[src/rtl/mem_subword_ctrl_if.sv]
// Load/store request bus between the datapath control FSM and the sub-word
// controller, together with the word-aligned data memory port.
interface mem_subword_ctrl_if;
  logic        req;
  logic        wr;
  logic [1:0]  size;
  logic        sext;
  logic [31:0] addr;
  logic [31:0] wdata;
  logic [31:0] rdata;
  logic        done;
  logic        busy;
  logic        err;
  logic [31:0] mem_adr;
  logic [31:0] mem_wd;
  logic        mem_we;
  logic [31:0] mem_rd;

  // Requester side: datapath plus data memory.
  modport master (
    output req, wr, size, sext, addr, wdata, mem_rd,
    input  rdata, done, busy, err, mem_adr, mem_wd, mem_we
  );

  // Controller side.
  modport slave (
    input  req, wr, size, sext, addr, wdata, mem_rd,
    output rdata, done, busy, err, mem_adr, mem_wd, mem_we
  );
endinterface

[src/rtl/mem_subword_ctrl.sv]
// Byte/halfword/word load-store sequencer in front of a word-aligned memory.
// Sub-word stores are done as read-modify-write; loads are lane-extracted
// and zero/sign-extended. Misaligned or out-of-range accesses complete with
// err and never touch memory.
//
// state | meaning
// ------+-------------------------------------------------------------
// IDLE  | waiting for req; request fields are captured on acceptance
// READ  | memory word addressed; load result or RMW source captured
// MERGE | new sub-word lane folded into the captured word
// WRITE | mem_we asserted for exactly this one cycle
// DONE  | done pulse, err valid; req ignored
module mem_subword_ctrl #(
  parameter int SIZE = 64
) (
  input logic               clk,
  input logic               rst_n,
  mem_subword_ctrl_if.slave bus
);

  typedef enum logic [2:0] {IDLE, READ, MERGE, WRITE, DONE} state_t;

  state_t      state;
  logic        wr_q;
  logic [1:0]  size_q;
  logic        sext_q;
  logic [31:0] addr_q;
  logic [31:0] wdata_q;
  logic [31:0] word_q;
  logic [31:0] mem_wd_q;
  logic [31:0] rdata_q;
  logic        done_q;
  logic        err_q;

  logic        misaligned;
  logic        out_of_range;
  logic [7:0]  lane_b;
  logic [15:0] lane_h;
  logic [31:0] load_val;
  logic [31:0] merged;

  // Alignment check on the incoming request (size 11 behaves as word).
  always_comb begin
    misaligned = 1'b0;
    case (bus.size)
      2'b00:   misaligned = 1'b0;
      2'b01:   misaligned = bus.addr[0];
      default: misaligned = (bus.addr[1:0] != 2'b00);
    endcase
  end

  assign out_of_range = (bus.addr[31:2] >= 30'(SIZE));

  // Lane extraction and extension of the read word for loads.
  always_comb begin
    lane_b = bus.mem_rd[7:0];
    case (addr_q[1:0])
      2'd0: lane_b = bus.mem_rd[7:0];
      2'd1: lane_b = bus.mem_rd[15:8];
      2'd2: lane_b = bus.mem_rd[23:16];
      2'd3: lane_b = bus.mem_rd[31:24];
      default: lane_b = bus.mem_rd[7:0];
    endcase
    lane_h = addr_q[1] ? bus.mem_rd[31:16] : bus.mem_rd[15:0];
    case (size_q)
      2'b00:   load_val = sext_q ? {{24{lane_b[7]}}, lane_b} : {24'd0, lane_b};
      2'b01:   load_val = sext_q ? {{16{lane_h[15]}}, lane_h} : {16'd0, lane_h};
      default: load_val = bus.mem_rd;
    endcase
  end

  // Replace the addressed lane of the captured word with the store data.
  always_comb begin
    merged = word_q;
    case (size_q)
      2'b00: begin
        case (addr_q[1:0])
          2'd0: merged[7:0]   = wdata_q[7:0];
          2'd1: merged[15:8]  = wdata_q[7:0];
          2'd2: merged[23:16] = wdata_q[7:0];
          2'd3: merged[31:24] = wdata_q[7:0];
          default: merged = word_q;
        endcase
      end
      2'b01: begin
        if (addr_q[1]) merged[31:16] = wdata_q[15:0];
        else           merged[15:0]  = wdata_q[15:0];
      end
      default: merged = wdata_q;
    endcase
  end

  // Sequencer: request capture, state transitions and registered results.
  always_ff @(posedge clk or negedge rst_n) begin
    if (!rst_n) begin
      state    <= IDLE;
      wr_q     <= 1'b0;
      size_q   <= 2'b00;
      sext_q   <= 1'b0;
      addr_q   <= 32'd0;
      wdata_q  <= 32'd0;
      word_q   <= 32'd0;
      mem_wd_q <= 32'd0;
      rdata_q  <= 32'd0;
      done_q   <= 1'b0;
      err_q    <= 1'b0;
    end else begin
      done_q <= 1'b0;
      case (state)
        IDLE: begin
          if (bus.req) begin
            wr_q    <= bus.wr;
            size_q  <= bus.size;
            sext_q  <= bus.sext;
            addr_q  <= bus.addr;
            wdata_q <= bus.wdata;
            if (misaligned || out_of_range) begin
              err_q  <= 1'b1;
              done_q <= 1'b1;
              state  <= DONE;
            end else begin
              err_q <= 1'b0;
              state <= (bus.wr && bus.size[1]) ? WRITE : READ;
            end
          end
        end
        READ: begin
          if (!wr_q) begin
            rdata_q <= load_val;
            done_q  <= 1'b1;
            state   <= DONE;
          end else begin
            word_q <= bus.mem_rd;
            state  <= MERGE;
          end
        end
        MERGE: begin
          mem_wd_q <= merged;
          state    <= WRITE;
        end
        WRITE: begin
          done_q <= 1'b1;
          state  <= DONE;
        end
        DONE:    state <= IDLE;
        default: state <= IDLE;
      endcase
    end
  end

  // Write enable straight from state so reset drops it asynchronously.
  assign bus.mem_we  = (state == WRITE);
  assign bus.busy    = (state != IDLE);
  assign bus.done    = done_q;
  assign bus.err     = err_q;
  assign bus.rdata   = rdata_q;
  assign bus.mem_adr = (state == IDLE) ? 32'd0 : {addr_q[31:2], 2'b00};
  // Word stores bypass MERGE and write the captured store data directly.
  assign bus.mem_wd  = size_q[1] ? wdata_q : mem_wd_q;

endmodule

[src/flat_wrapper.sv]
// flat-port wrapper written by rule: the top's interface ports become plain ports
module mem_subword_ctrl_flat 
#(
  parameter int SIZE = 64
)
  (clk, rst_n, bus_req, bus_wr, bus_size, bus_sext, bus_addr, bus_wdata, bus_mem_rd, bus_rdata, bus_done, bus_busy, bus_err, bus_mem_adr, bus_mem_wd, bus_mem_we);
  mem_subword_ctrl_if bus_i ();
  input logic clk;
  input logic rst_n;
  input wire logic [$bits(bus_i.req)-1:0] bus_req;
  input wire logic [$bits(bus_i.wr)-1:0] bus_wr;
  input wire logic [$bits(bus_i.size)-1:0] bus_size;
  input wire logic [$bits(bus_i.sext)-1:0] bus_sext;
  input wire logic [$bits(bus_i.addr)-1:0] bus_addr;
  input wire logic [$bits(bus_i.wdata)-1:0] bus_wdata;
  input wire logic [$bits(bus_i.mem_rd)-1:0] bus_mem_rd;
  output wire logic [$bits(bus_i.rdata)-1:0] bus_rdata;
  output wire logic [$bits(bus_i.done)-1:0] bus_done;
  output wire logic [$bits(bus_i.busy)-1:0] bus_busy;
  output wire logic [$bits(bus_i.err)-1:0] bus_err;
  output wire logic [$bits(bus_i.mem_adr)-1:0] bus_mem_adr;
  output wire logic [$bits(bus_i.mem_wd)-1:0] bus_mem_wd;
  output wire logic [$bits(bus_i.mem_we)-1:0] bus_mem_we;
  assign bus_i.req = bus_req;
  assign bus_i.wr = bus_wr;
  assign bus_i.size = bus_size;
  assign bus_i.sext = bus_sext;
  assign bus_i.addr = bus_addr;
  assign bus_i.wdata = bus_wdata;
  assign bus_i.mem_rd = bus_mem_rd;
  assign bus_rdata = bus_i.rdata;
  assign bus_done = bus_i.done;
  assign bus_busy = bus_i.busy;
  assign bus_err = bus_i.err;
  assign bus_mem_adr = bus_i.mem_adr;
  assign bus_mem_wd = bus_i.mem_wd;
  assign bus_mem_we = bus_i.mem_we;
  mem_subword_ctrl #(.SIZE(SIZE)) u_core (.clk(clk), .rst_n(rst_n), .bus(bus_i));
endmodule
[config.mk]
export PLATFORM = sky130hd
export DESIGN_NAME = mem_subword_ctrl_flat
export DESIGN_NICKNAME = d
export VERILOG_FILES = /design/src/rtl/mem_subword_ctrl_if.sv /design/src/rtl/mem_subword_ctrl.sv /design/src/flat_wrapper.sv
export SDC_FILE = /design/constraint.sdc
export NUM_CORES = 1
export LEC_CHECK = 0
export CAP_MARGIN = 10
export CORE_UTILIZATION = 35
export DETAILED_ROUTE_END_ITERATION = 10
export PLACE_DENSITY = 0.66
export SLEW_MARGIN = 20
export SYNTH_ARGS = -nofsm -noshare
export SYNTH_HDL_FRONTEND = slang
export SYNTH_SLANG_ARGS = --single-unit
[constraint.sdc]
create_clock -name clk -period 1.7 [get_ports clk]
set_input_delay 0.51 -clock clk [delete_from_list [all_inputs] [get_ports clk]]
set_output_delay 0.51 -clock clk [all_outputs]
set_load 0.01 [all_outputs]
==> results.sh <==
export IMPL_drive_above_1_share=0.362
export IMPL_yosysSeqAreaShare=0.500
export IMPL_crit_end="bus_mem_adr[15]"
export IMPL_fin_util=0.574
export IMPL_startpoint_type="flip-flop"
export IMPL_setup_tns_ns=-43.09
export IMPL_failed_checks="negative setup slack"
export IMPL_coreArea_um2=23600
export IMPL_dp_cells=1461
export IMPL_syn_area_um2=8470
export IMPL_synthesis_instances=877
export IMPL_antenna_found_initial=3
export IMPL_clock_path_buffers=2
export IMPL_layout_commonest_cell="nand2_1"
export IMPL_die_h_um=158
export IMPL_yosysWarnings=0
export IMPL_rsz0062_at_grt="yes"
export IMPL_final_antenna_net_count=0
export IMPL_hp_class="flip-flop to flip-flop"
export IMPL_finalSetupViolCount=207
export IMPL_vias=8037
export IMPL_grt_pass1_vias=8062
export IMPL_crit_start="u_core.state[2]"
export IMPL_regToRegEndpoint="u_core.word_q[19]"
export IMPL_drt_iter0_markers=650
export IMPL_required_ns=1.19
export IMPL_max_freq_mhz=455
export IMPL_clkTransAtPathRegs_ns=0.07
export IMPL_r2r_cells=8
export IMPL_r2r_slack_ns=-0.24
export IMPL_drc=0
export IMPL_clockPowerShare=0.362
export IMPL_period_minus_slack_ns=2.20
export IMPL_fin_cells=1547
export IMPL_grt_usage=0.252
export IMPL_synthDistinctLibCells=50
export IMPL_combPwrFrac=0.263
export IMPL_p_leak_nw=6.45
export IMPL_syn_area_per_cell_um2=9.65
export IMPL_layout_nets=1317
export IMPL_start_util=0.359
export IMPL_end_kind="output pin"
export IMPL_max_cap_viol_count=0
export IMPL_fin_worst_skew_ns=0.0134
export IMPL_grt_pass1_wl_um=46400
export IMPL_cts_root_buf="clkbuf_16"
export IMPL_avgRoutedWirePerCell_um=20.2
export IMPL_slew_headroom=0.636
export IMPL_synth_edff_count=0
export IMPL_cts_buffers=17
export IMPL_path_max_fanout=4
export IMPL_cts_sinks=169
export IMPL_crit_arrival_ns=1.69
export IMPL_hold_viol=0
export IMPL_whs_ns=0.468
export IMPL_grt_overflow=0
export IMPL_finalCritPeriodShare=1.29
export IMPL_pre_cts_slack_ns=-0.385
export IMPL_synthArstFlopShare=1.00
export IMPL_row_count=56
export IMPL_die_area_um2=24800
export IMPL_port_buffers=200
export IMPL_tightest_slew_ns=0.547
export IMPL_r2r_start="u_core.state[0]"
export IMPL_p_switching_w=0.00334
export IMPL_timing_max_transition_violations_final=0
export IMPL_switching_share=0.283
export IMPL_htreeDepth=4
export IMPL_place_hpwl_um=20400
export IMPL_fin_ws_ns=-0.499
export IMPL_internal_power_w=0.00846
export IMPL_p_per_area_nw_per_um2=871
export IMPL_area_growth_synth_to_final_pct=60.1
export IMPL_avgViaCountPerCell=5.20
export IMPL_outcome="finished, violations left"
export IMPL_clock_latency_ns=0.44
export IMPL_first_pass_iters=9
export IMPL_power_frac_seq=0.374
export IMPL_tritoncts="done"
export IMPL_final_cell_mix="234 x nand2_1, 166 x dfrtp_1, 112 x buf_4"
export IMPL_routed_wl_um=31200
export IMPL_peakVddDrop_v=0.000558
export IMPL_pin_count=203
export IMPL_ys_flop_type="dfrtp_1"
export IMPL_place_gp_congestion=0.876
export IMPL_ys_ff_latch=169
export IMPL_grt_max_degree=66
export IMPL_fp_dieW_um=158
export IMPL_nFillCells=2005
export IMPL_critPathKind="flip-flop to output pin"
## worst min path at each step
stage	to	slack [ns]	from	cells after the start
CTS	u_core.addr_q[4]	0.47	u_core.addr_q[4]	2
global placement	u_core.addr_q[15]	0.37	rst_n	1
detailed placement	u_core.addr_q[6]	0.37	rst_n	1
floorplan	u_core.addr_q[0]	0.21	rst_n	0
global route	u_core.addr_q[15]	0.49	rst_n	2
finish	u_core.addr_q[4]	0.47	u_core.addr_q[4]	2
## cells by family (layout without fill, tap and decap cells)
kind of cell | count (synthesis) | count (layout) | share of synthesized area
DFF | 169 | 169 | 0.500
muxes | 107 | 107 | 0.140
other | 1 | 4 | 0.000443
buffers and inverters | 76 | 424 | 0.0442
and+or+nand+nor | 385 | 385 | 0.202
AOI/OAI and AO/OA | 139 | 139 | 0.115
## Yosys cell counts, drive strengths merged (2+ instances only)
cell | n | share of area
buf | 39 | 0.028
a211o | 6 | 0.0062
o22a | 8 | 0.0083
nand4 | 2 | 0.0015
or3 | 10 | 0.0074
nor3 | 5 | 0.0041
mux2 | 88 | 0.12
dfrtp | 169 | 0.50
a22oi | 14 | 0.012
nor2b | 30 | 0.022
nor2 | 39 | 0.018
nand2 | 244 | 0.11
a222oi | 16 | 0.019
nor4 | 6 | 0.0044
and3b | 6 | 0.0062
o22ai | 9 | 0.0083
a21oi | 44 | 0.029
nand2b | 4 | 0.0038
mux2i | 19 | 0.022
o21ai | 28 | 0.017
inv | 12 | 0.0053
a22o | 7 | 0.0072
clkbuf | 25 | 0.011
nand3 | 33 | 0.020
## power by group through the flow
stage | sequential, W | combinational (W) | clock, W
3_3_place_gp | 0.00445 | 0.00246 | 0
6_report | 0.00442 | 0.00311 | 0.00427
3_5_place_dp | 0.00446 | 0.00249 | 0
4_1_cts | 0.00440 | 0.00294 | 0.00434
2_1_floorplan | 0.00445 | 0.00113 | 0
5_1_grt | 0.00444 | 0.00330 | 0.00451
## critical path, cell delays in order (launching register included)
cell and delay, ns:
dfrtp_1 0.42, nor3_4 0.27, buf_6 0.18, buf_16 0.11
buf_6 0.09, nor2b_1 0.04, buf_2 0.13
## what timing repair did
action,in CTS,in global routing
pin swaps,30,13
gates resized for setup,385,114
cloned,15,4
hold endpoints to repair,14,0
hold buffers,1,0
endpoints found under the setup margin,182,231
setup buffers,30,11
## through the flow
step | cell area (um2) | power [W]
global route | 13600 | 0.0123
global placement | 11700 | 0.00691
floorplan | 8480 | 0.00558
CTS | 13200 | 0.0117
finish | 13600 | 0.0118
detailed placement | 11700 | 0.00695
## area by class of cell
| class | count | area, um2 | area share |
|---|---|---|---|
| timing repair buffer | 381 | 3880 | 0.287 |
| sequential | 169 | 4230 | 0.312 |
| clock buffer | 19 | 453 | 0.0334 |
| antenna | 2 | 5.00 | 0.000369 |
| inverter | 12 | 45.0 | 0.00332 |
| tap | 319 | 399 | 0.0294 |
| multi-input combinational | 633 | 4350 | 0.321 |
| clock inverter | 12 | 189 | 0.0139 |
## flip-flops by register name, indices dropped and copies added (netlist names)
| register | cells |
|---|---|
| u_core.addr_q | 32 |
| u_core.bus.rdata | 32 |
| u_core.mem_wd_q | 32 |
| u_core.wdata_q | 32 |
| u_core.word_q | 32 |
| u_core.state | 3 |
| u_core.size_q | 2 |
| u_core.bus.done | 1 |
| u_core.bus.err | 1 |
| u_core.sext_q | 1 |
| u_core.wr_q | 1 |
## metal layers
layer / up-vias / share of wire / track usage
li1: 3698 / - / -
met1: 3965 / 0.41 / 0.336
met2: 320 / 0.49 / 0.408
met3: 52 / 0.076 / 0.0496
met4: 2 / 0.024 / 0.0869
met5: - / 0.00035 / 0
(Power assumes the default switching activity.)
